[src/rtl/score_timer.sv]
// Run/pause/stop controller and count-pulse prescaler for the survival-time score display.
// Emits count and digit_clear pulses to the digit chain, plus a blink flag while paused.
module score_timer #(
    parameter int unsigned CLK_DIV = 5_000_000
) (
    input  logic       clk,
    input  logic       reset,
    input  logic       start_btn,
    input  logic       pause_btn,
    input  logic       game_over,
    output logic       count,
    output logic       digit_clear,
    output logic       running,
    output logic       blank,
    output logic [1:0] state
);

    localparam int unsigned PW = $clog2(CLK_DIV);
    localparam logic [PW-1:0] TERM = PW'(CLK_DIV - 1);

    typedef enum logic [1:0] {
        S_IDLE  = 2'b00,
        S_RUN   = 2'b01,
        S_PAUSE = 2'b10,
        S_DONE  = 2'b11
    } state_t;

    state_t          state_q, state_d;
    logic [PW-1:0]   pre_q, pre_d;
    logic [PW-1:0]   blink_q, blink_d;
    logic            start_q, start_d;
    logic            pause_q, pause_d;
    logic            count_q, count_d;
    logic            clear_q, clear_d;
    logic            running_q, running_d;
    logic            blank_q, blank_d;
    logic            start_rise, pause_rise;

    // Button history resets high so a button held through reset needs a fresh press.
    assign start_rise = start_btn & ~start_q;
    assign pause_rise = pause_btn & ~pause_q;

    always_comb begin
        state_d   = state_q;
        pre_d     = pre_q;
        blink_d   = blink_q;
        blank_d   = blank_q;
        count_d   = 1'b0;
        clear_d   = 1'b0;
        start_d   = start_btn;
        pause_d   = pause_btn;

        unique case (state_q)
            S_IDLE: begin
                if (start_rise) begin
                    state_d = S_RUN;
                    clear_d = 1'b1;
                    pre_d   = '0;
                end
            end
            S_RUN: begin
                // Death beats pause and the terminal count; transition edges hold the prescaler.
                if (game_over) begin
                    state_d = S_DONE;
                end else if (pause_rise) begin
                    state_d = S_PAUSE;
                    blank_d = 1'b1;
                    blink_d = '0;
                end else if (pre_q == TERM) begin
                    pre_d   = '0;
                    count_d = 1'b1;
                end else begin
                    pre_d = pre_q + PW'(1);
                end
            end
            S_PAUSE: begin
                if (game_over) begin
                    state_d = S_DONE;
                    blank_d = 1'b0;
                end else if (pause_rise) begin
                    state_d = S_RUN;
                    blank_d = 1'b0;
                    blink_d = '0;
                end else if (blink_q == TERM) begin
                    blink_d = '0;
                    blank_d = ~blank_q;
                end else begin
                    blink_d = blink_q + PW'(1);
                end
            end
            S_DONE: begin
                if (start_rise && !game_over) begin
                    state_d = S_RUN;
                    clear_d = 1'b1;
                    pre_d   = '0;
                end
            end
            default: state_d = S_IDLE;
        endcase

        running_d = (state_d == S_RUN);
    end

    always_ff @(posedge clk or posedge reset) begin
        if (reset) begin
            state_q   <= S_IDLE;
            pre_q     <= '0;
            blink_q   <= '0;
            start_q   <= 1'b1;
            pause_q   <= 1'b1;
            count_q   <= 1'b0;
            clear_q   <= 1'b0;
            running_q <= 1'b0;
            blank_q   <= 1'b0;
        end else begin
            state_q   <= state_d;
            pre_q     <= pre_d;
            blink_q   <= blink_d;
            start_q   <= start_d;
            pause_q   <= pause_d;
            count_q   <= count_d;
            clear_q   <= clear_d;
            running_q <= running_d;
            blank_q   <= blank_d;
        end
    end

    assign count       = count_q;
    assign digit_clear = clear_q;
    assign running     = running_q;
    assign blank       = blank_q;
    assign state       = 2'(state_q);

endmodule

[config.mk]
export PLATFORM = sky130hd
export DESIGN_NAME = score_timer
export DESIGN_NICKNAME = d
export VERILOG_FILES = /design/src/rtl/score_timer.sv
export SDC_FILE = /design/constraint.sdc
export NUM_CORES = 1
export LEC_CHECK = 0
export CORE_MARGIN = 3
export CORE_UTILIZATION = 35
export CTS_CLUSTER_DIAMETER = 40
export DETAILED_ROUTE_END_ITERATION = 10
export MAX_ROUTING_LAYER = met4
export SYNTH_ARGS = -nofsm -noshare
export SYNTH_HDL_FRONTEND = slang
export SYNTH_SLANG_ARGS = --single-unit
export TNS_END_PERCENT = 5
[constraint.sdc]
create_clock -name clk -period 2.4 [get_ports clk]
set_input_delay 0.24 -clock clk [delete_from_list [all_inputs] [get_ports clk]]
set_output_delay 0.24 -clock clk [all_outputs]
set_load 0.02 [all_outputs]
# Word-level counts from Yosys, hierarchy flattened
# Index checks and enable logic that the tools add are counted.
dict set report classes {
  n_addsub 2
  n_eq_ne 13
  mux 32
  bitwise 5
  reduce_logical 8
}
# cell count
set ops {}
lappend ops {{two-way mux 23 bit} 10}
lappend ops {{case mux 23 bit (3 select lines)} 1}
lappend ops {{adder 23 x 1 -> 23 bit (second input constant)} 2}
lappend ops {{equality test 23 bit (second input constant)} 2}
lappend ops {{case mux 23 bit (2 select lines)} 1}
lappend ops {{two-way mux 2 bit} 6}
lappend ops {{inequality test 2 bit (second input constant)} 6}
lappend ops {{two-way mux 1 bit} 11}
lappend ops {{case mux 2 bit (4 select lines)} 1}
lappend ops {{AND reduction 4 bit} 2}
lappend ops {{AND reduction 5 bit} 1}
lappend ops {{equality test 2 x 1 -> 1 bit (second input constant)} 2}
lappend ops {{equality test 2 bit (second input constant)} 2}
lappend ops {{inequality test 4 bit (second input constant)} 1}
lappend ops {{case mux 1 bit (2 select lines)} 2}
lappend ops {{inverter 1 bit} 3}
lappend ops {{nonzero test 3 bit} 1}
lappend ops {{bitwise AND 1 bit} 2}
lappend ops {{logical NOT 2 bit} 1}
lappend ops {{nonzero test 2 bit} 1}
lappend ops {{logical AND 1 bit} 1}
lappend ops {{logical NOT 1 bit} 1}
dict set report totals {
  regBits 54
  in_bits 5
  output_inout_bits 6
  elab_cells 69
}

# Depth between registers and ports, before layout
# Gate-level depths: netlist of the first run.
dict set report depth {
  depth_word 6
  mapped_depth 8
  mapped_depth_nobuf 7
}

# Worst setup path before layout of the first run
# No wires, ideal clock.
dict set report synth_timing {
  path_type {register to register}
  startpoint {reg state_q[0], in the netlist state[0]}
  endpoint {reg pre_q[18]}
  setup_ns 0.078
  t_arrival_ns 1.999
  required_time_ns 2.322
  setup_slack_ns 0.323
  path_stages_with_launch 7
  path_buffers 0
  synth_period_minus_slack_ns 2.077
  cell_sequence {dfrtp_1 -> inv_1 -> ha_1 -> nor3_2 -> o211ai_2 -> or4_1 -> a21oi_1}
}
dict set report synth_via {
  elab_chain_cells 3
  word_cells_on_any_way 10
  cone_classes {eq/ne: 6; mux: 1; reduce/logical: 3}
}
# item line_no
set synth_rtl {}
lappend synth_rtl {{start: declaration} 28} ;# state_t state_q, state_d;
lappend synth_rtl {{start signal: assignment} 116} ;# state_q <= state_d;
lappend synth_rtl {{equality test 2 bit, or another cell as far along} 53} ;# unique case (state_q)
lappend synth_rtl {{inequality test 2 bit (no source line) or nonzero test 3 bit (tied branches)} n/a}
lappend synth_rtl {{AND reduction 5 bit (no source line)} n/a}
lappend synth_rtl {{end signal: assignment} 117} ;# pre_q <= pre_d;
lappend synth_rtl {{end: declaration} 29} ;# logic [PW-1:0] pre_q, pre_d;
# Several ways; a longest one is shown, not always the timed one.
# A chain may end at the register's enable or synchronous reset.

# Worst setup path in the final report of the first run
dict set report layout_timing {
  startpoint {reg state_q[0], in the netlist state[0]}
  endpoint {reg pre_q[16]}
}
# Same word-level chain as after synthesis.

==> impl_metrics.toml, run 1 <==
[status]
status = "finished, final reports clean"

[worst_setup_path]
critPathMaxFanout = 10
crit_buf_inv = 1
cpMaxStageDelayCell = "or4_1"
reg2reg_slack_ps = 190
r2r_cells = 6
r2r-end = "pre_q[16]"
cpPeakStageDelay_ps = 550
cp-end-kind = "flip-flop"
path_cells = "inv_1 -> ha_1 -> a211oi_4 -> o211ai_2 -> or4_1 -> a21oi_1"
worstReg2RegStart = "state[0]"
crit_arrival_ps = 2440
critPathLaunchType = "flip-flop"
cpLargestDelayFamily = "compound AO/OA/AOI/OAI gates"
critPathKind = "flip-flop to flip-flop"
critPathRequiredTime_ps = 2640

[floorplan]
die_y_um = 100.5
rows = 33
start_util_pct = 37.09
dieArea_sq_um = 10100
die-width_um = 100.5
ioPinCount = 11
coreArea_sq_um = 8423

[synth]
synth_cells = 345
synth_area_sq_um = 3124
synth_top_cell_by_area = "dfrtp_1"
synth_top_cell_area_share_pct = 41.65
yosysMostFrequentCell = "dfrtp_1"
synth-seq-cells = 54
synth_nets = 358
synthArstFlopShare_pct = 100.0
ys_seq_area_share_pct = 43.33
synthTopCellsByCount = "52 x dfrtp_1, 32 x nor2_1, 31 x a21oi_1"
synth_edf_count = 0
ys_dominant_reg_cell = "dfrtp_1"
yosys_warnings = 0
synth.avg_cell_area_sq_um = 9.056
yosysUniqueCellTypes = 56
yosys-top-cells-area = "dfrtp_1 42%, a21oi_1 5.0%, o21ai_0 4.2%"

[route]
drtAntennaViolNets = 0
viasPerCell = 5.496
drtIter0Drc = 85
routed_wl_um = 6682
route.detailed.drc = 0
wire_per_inst_um = 14.10
routed-via-count = 2605
first_pass_iters = 4

[global_route]
grt_antenna_before_repair = 0
grt.total_usage_pct = 14.51
grt_pass1_wl_um = 11850
grt_pass1_vias = 2548
grt_max_degree = 55
grt.overflow.total = 0

[clock_tree]
tritoncts = "done"
cts_resized = 0
cts-root-buf = "clkbuf_8"
clkSinkCount = 54
insertion_delay_ps = 300
numCtsBuffers = 5
h-tree-depth = 2
hold_buffers = 0
cts.clk_slew.worst_paths_ps = 100
clk_path_buf_depth = 2
post_cts_buffers = 0

[final_layout]
nets = 381
multiInputGateArea_sq_um = 1694
fill_cells = 859
syn_to_final_growth_pct = 12.74
diodes = 0
regArea_sq_um = 1354
drive_above_1_share_pct = 10.57

[timing]
slew_headroom_pct = 58.91
fin_skew_ps = 5.838
worst_slew_pin_slew_ps = 614.5
finalHoldViolations = 0
max_freq_mhz = 453.5
setup_violations = 0
slew_violations = 0
tns_ps = 0
rsz0062_at_grt = "false"
hold_slack_ps = 310.9
finalCritPeriodShare_pct = 91.89
layout_min_cycle_time_ps = 2205

[power]
powerDensity_nw_per_um2 = 749.9
leakagePower_nw = 1.409
irDropWorstVdd_mv = 0.2715

[hold_path]
hold_path.class = "primary input to async pin"

[placement]
dp_hpwl_um = 4816
gp_congestion = 0.8435
port_buffers = 10

[job]
max-cap-violations = 0
flip-flops by register name, indices dropped and copies added (netlist names):
| signal | count |
|---|---|
| blink_q | 23 |
| running | 1 |
| count | 1 |
| pre_q | 23 |
| digit_clear | 1 |
| state | 2 |
| pause_q | 1 |
| blank | 1 |
| start_q | 1 |
tightest hold or removal path: stages:
cell             delay, ps
clkdlybuf4s50_1        420
inv_2                   70
buf_12                 270
power by group:
part,internal (mW),switching [mW]
combinational,0.398,0.658
clock,0.234,0.288
sequential,0.987,0.0766
total,1.62,1.02
layer usage:
layer	GRT usage [%]	part of all wire, %	vias up
met5	-	0	-
met4	1.969	0.36	0
met3	2.284	2.9	5
met2	23.39	48	32
met1	19.87	49	1258
li1	-	-	1310
cell usage in the layout, fill, tap and decap left out, drive strengths merged, types with 3 or more instances in the layout:
cell and instances:
ha 8, a21oi 32, nand4 11, clkdlybuf4s50 10, o21ai 34, clkbuf 7, a21o 4, nor2b 4
inv 13, nand2b 6, nand2 30, nor3 9, dfrtp 52, buf 12, o31ai 4, nand3 26
xor2 9, nor4 4, nor4b 3, a22o 4, or3 16, nor2 34, or4 6, o211ai 3
metrics by stage:
step	power (mW)	instances	setup slack (ps)	area, sq um	util (%)
global placement	2.122	466	164.6	3431	40.73
finish	2.641	474	194.7	3522	41.82
CTS	2.680	474	159.9	3522	41.82
global route	2.849	474	19.73	3522	41.82
detailed placement	2.142	466	102.6	3431	40.73
floorplan	1.800	345	323.3	3124	-
worst max path at each step:
stage / startpoint / end / cells after the start
final: state[0] / pre_q[16] / 6
after global routing: state[0] / pre_q[10] / 7
after CTS: state[0] / pre_q[16] / 6
after floorplan: state[0] / pre_q[18] / 6
after global placement: start_btn / pre_q[18] / 6
after detailed placement: start_btn / pre_q[18] / 6
logic make-up after synthesis:
group / after synthesis / synth area share, %
multiplexers: 2 / 0.6408
XOR/XNOR: 10 / 2.804
flip-flops: 54 / 43.33
adder cells (fa/ha/maj): 8 / 3.204
AO/OA/AOI/OAI: 93 / 19.14
AND/OR/NAND/NOR: 159 / 28.44
buffers and inverters: 19 / 2.443
final cells by class:
cell class	instances	area share, %
clock buffer	7	2.451
clock inverter	1	0.1421
inverter	13	1.385
multi-input combinational	272	48.10
sequential	54	38.44
tap	105	3.730
timing repair buffer	22	5.755
Note: power is estimated with default switching activity, not from simulation.
==> run 2: changes to the inputs <==
Settings changed: ABC_CLOCK_PERIOD_IN_PS set to 2400, CTS_BUF_LIST set to sky130_fd_sc_hd__clkbuf_16, HOLD_SLACK_MARGIN set to 0.08.
==> impl_metrics.toml, run 2 (synthesis results as in run 1) <==
[status]
status = "finished, final reports clean"

[timing]
hold_slack_ps = 324.6
layout_min_cycle_time_ps = 2205
finalHoldViolations = 0
worst_slew_pin_slew_ps = 619.3
finalCritPeriodShare_pct = 91.87
tns_ps = 0
slew_headroom_pct = 58.59
fin_skew_ps = 3.793
max_freq_mhz = 453.5
rsz0062_at_grt = "false"
setup_violations = 0
worst_slack_ps = 195.1
slew_violations = 0

[clock_tree]
numCtsBuffers = 5
h-tree-depth = 2
hold_buffers = 0
cts_resized = 0
cts.clk_slew.worst_paths_ps = 70
cts-root-buf = "clkbuf_16"
clk_path_buf_depth = 2
post_cts_buffers = 0
clkSinkCount = 54
tritoncts = "done"
insertion_delay_ps = 290

[final_layout]
syn_to_final_growth_pct = 14.22
stdcell_count = 474
layout_common_cells = "52 x dfrtp_1, 32 x nor2_1, 31 x a21oi_1"
post-route-cell-area_sq_um = 3568
nets = 381
drive_above_1_share_pct = 10.30
post-route-util_pct = 42.36
diodes = 0
final_common_cell = "dfrtp_1"

[worst_setup_path]
cp-end-kind = "flip-flop"
critPathKind = "flip-flop to flip-flop"
critPathMaxFanout = 10
critPathLaunchType = "flip-flop"
crit_arrival_ps = 2420
critPathRequiredTime_ps = 2620

[route]
drtIter0Drc = 82
route.detailed.drc = 0
wire_per_inst_um = 14.18
drtAntennaViolNets = 0
first_pass_iters = 4
routed_wl_um = 6723
routed-via-count = 2612
viasPerCell = 5.511

[power]
irDropWorstVdd_mv = 0.3565
p_total_mw = 2.808
pwr-share-comb_pct = 37.6
powerDensity_nw_per_um2 = 787.0
p_clk_share_pct = 24.5
p_seq_share_pct = 37.9
netSwitchingFraction_pct = 37.21
p_switching_mw = 1.045
leakagePower_nw = 1.433
p_int_mw = 1.763

[placement]
place_area_sq_um = 3431
gp_congestion = 0.8435
dp_hpwl_um = 4816
port_buffers = 10
dp_slack_ps = 102.6
dp.cells = 466

[global_route]
grt.overflow.total = 0
grt_max_degree = 55
grt_pass1_vias = 2539
grt_pass1_wl_um = 11830
grt_antenna_before_repair = 0
grt.total_usage_pct = 14.58

[job]
max-cap-violations = 0

[floorplan]
rows = 33
dieArea_sq_um = 10100
coreArea_sq_um = 8423
die_y_um = 100.5
die-width_um = 100.5
start_util_pct = 37.09
ioPinCount = 11

[hold_path]
hold_path.class = "primary input to async pin"
[run 2: layout make-up]
class,instances,area [sq um]
fillers,856,4855
multi-input cells,272,1694
flip-flops and latches,54,1354
repair buffers,22,202.7
well taps,105,131.4
clock buffers,5,125.1
inverters,13,48.80
clock inverters,3,12.51
[run 2: worst paths after layout]
check                                   end  cells after the start  slack, ps        from
worst max register to register    pre_q[16]                      6        200    state[0]
worst min-delay path            blink_q[22]                      3        320       reset
min in group clk                    start_q                      1        440   start_btn
worst max-delay path              pre_q[16]                      6        200    state[0]
worst min register to register   blink_q[1]                      2        540  blink_q[1]
max in group asynchronous           start_q                      3       1770       reset
[run 2: critical path, cell delays in order, from the launching register on]
cell,delay (ps)
dfrtp_1,430
inv_1,120
ha_1,260
a211oi_4,350
o211ai_2,270
or4_1,550
a21oi_1,150
[run 2: power groups by stage]
stage,Combinational (mW),Clock (mW),Sequential [mW]
after floorplan,0.690,0,1.11
after global placement,1.05,0,1.08
after detailed placement,1.06,0,1.08
after CTS,1.06,0.717,1.07
after global routing,1.19,0.748,1.08
final,1.06,0.687,1.06
[run 2: routing by layer]
layer | share of wire (%) | vias to the layer above | global-route usage [%] | wire length (um)
met1 | 50 | 1273 | 19.78 | 3344
met4 | 0.65 | 0 | 2.798 | 44
li1 | - | 1309 | - | -
met3 | 1.8 | 6 | 2.284 | 124
met2 | 48 | 24 | 23.34 | 3209
met5 | 0 | - | - | 0
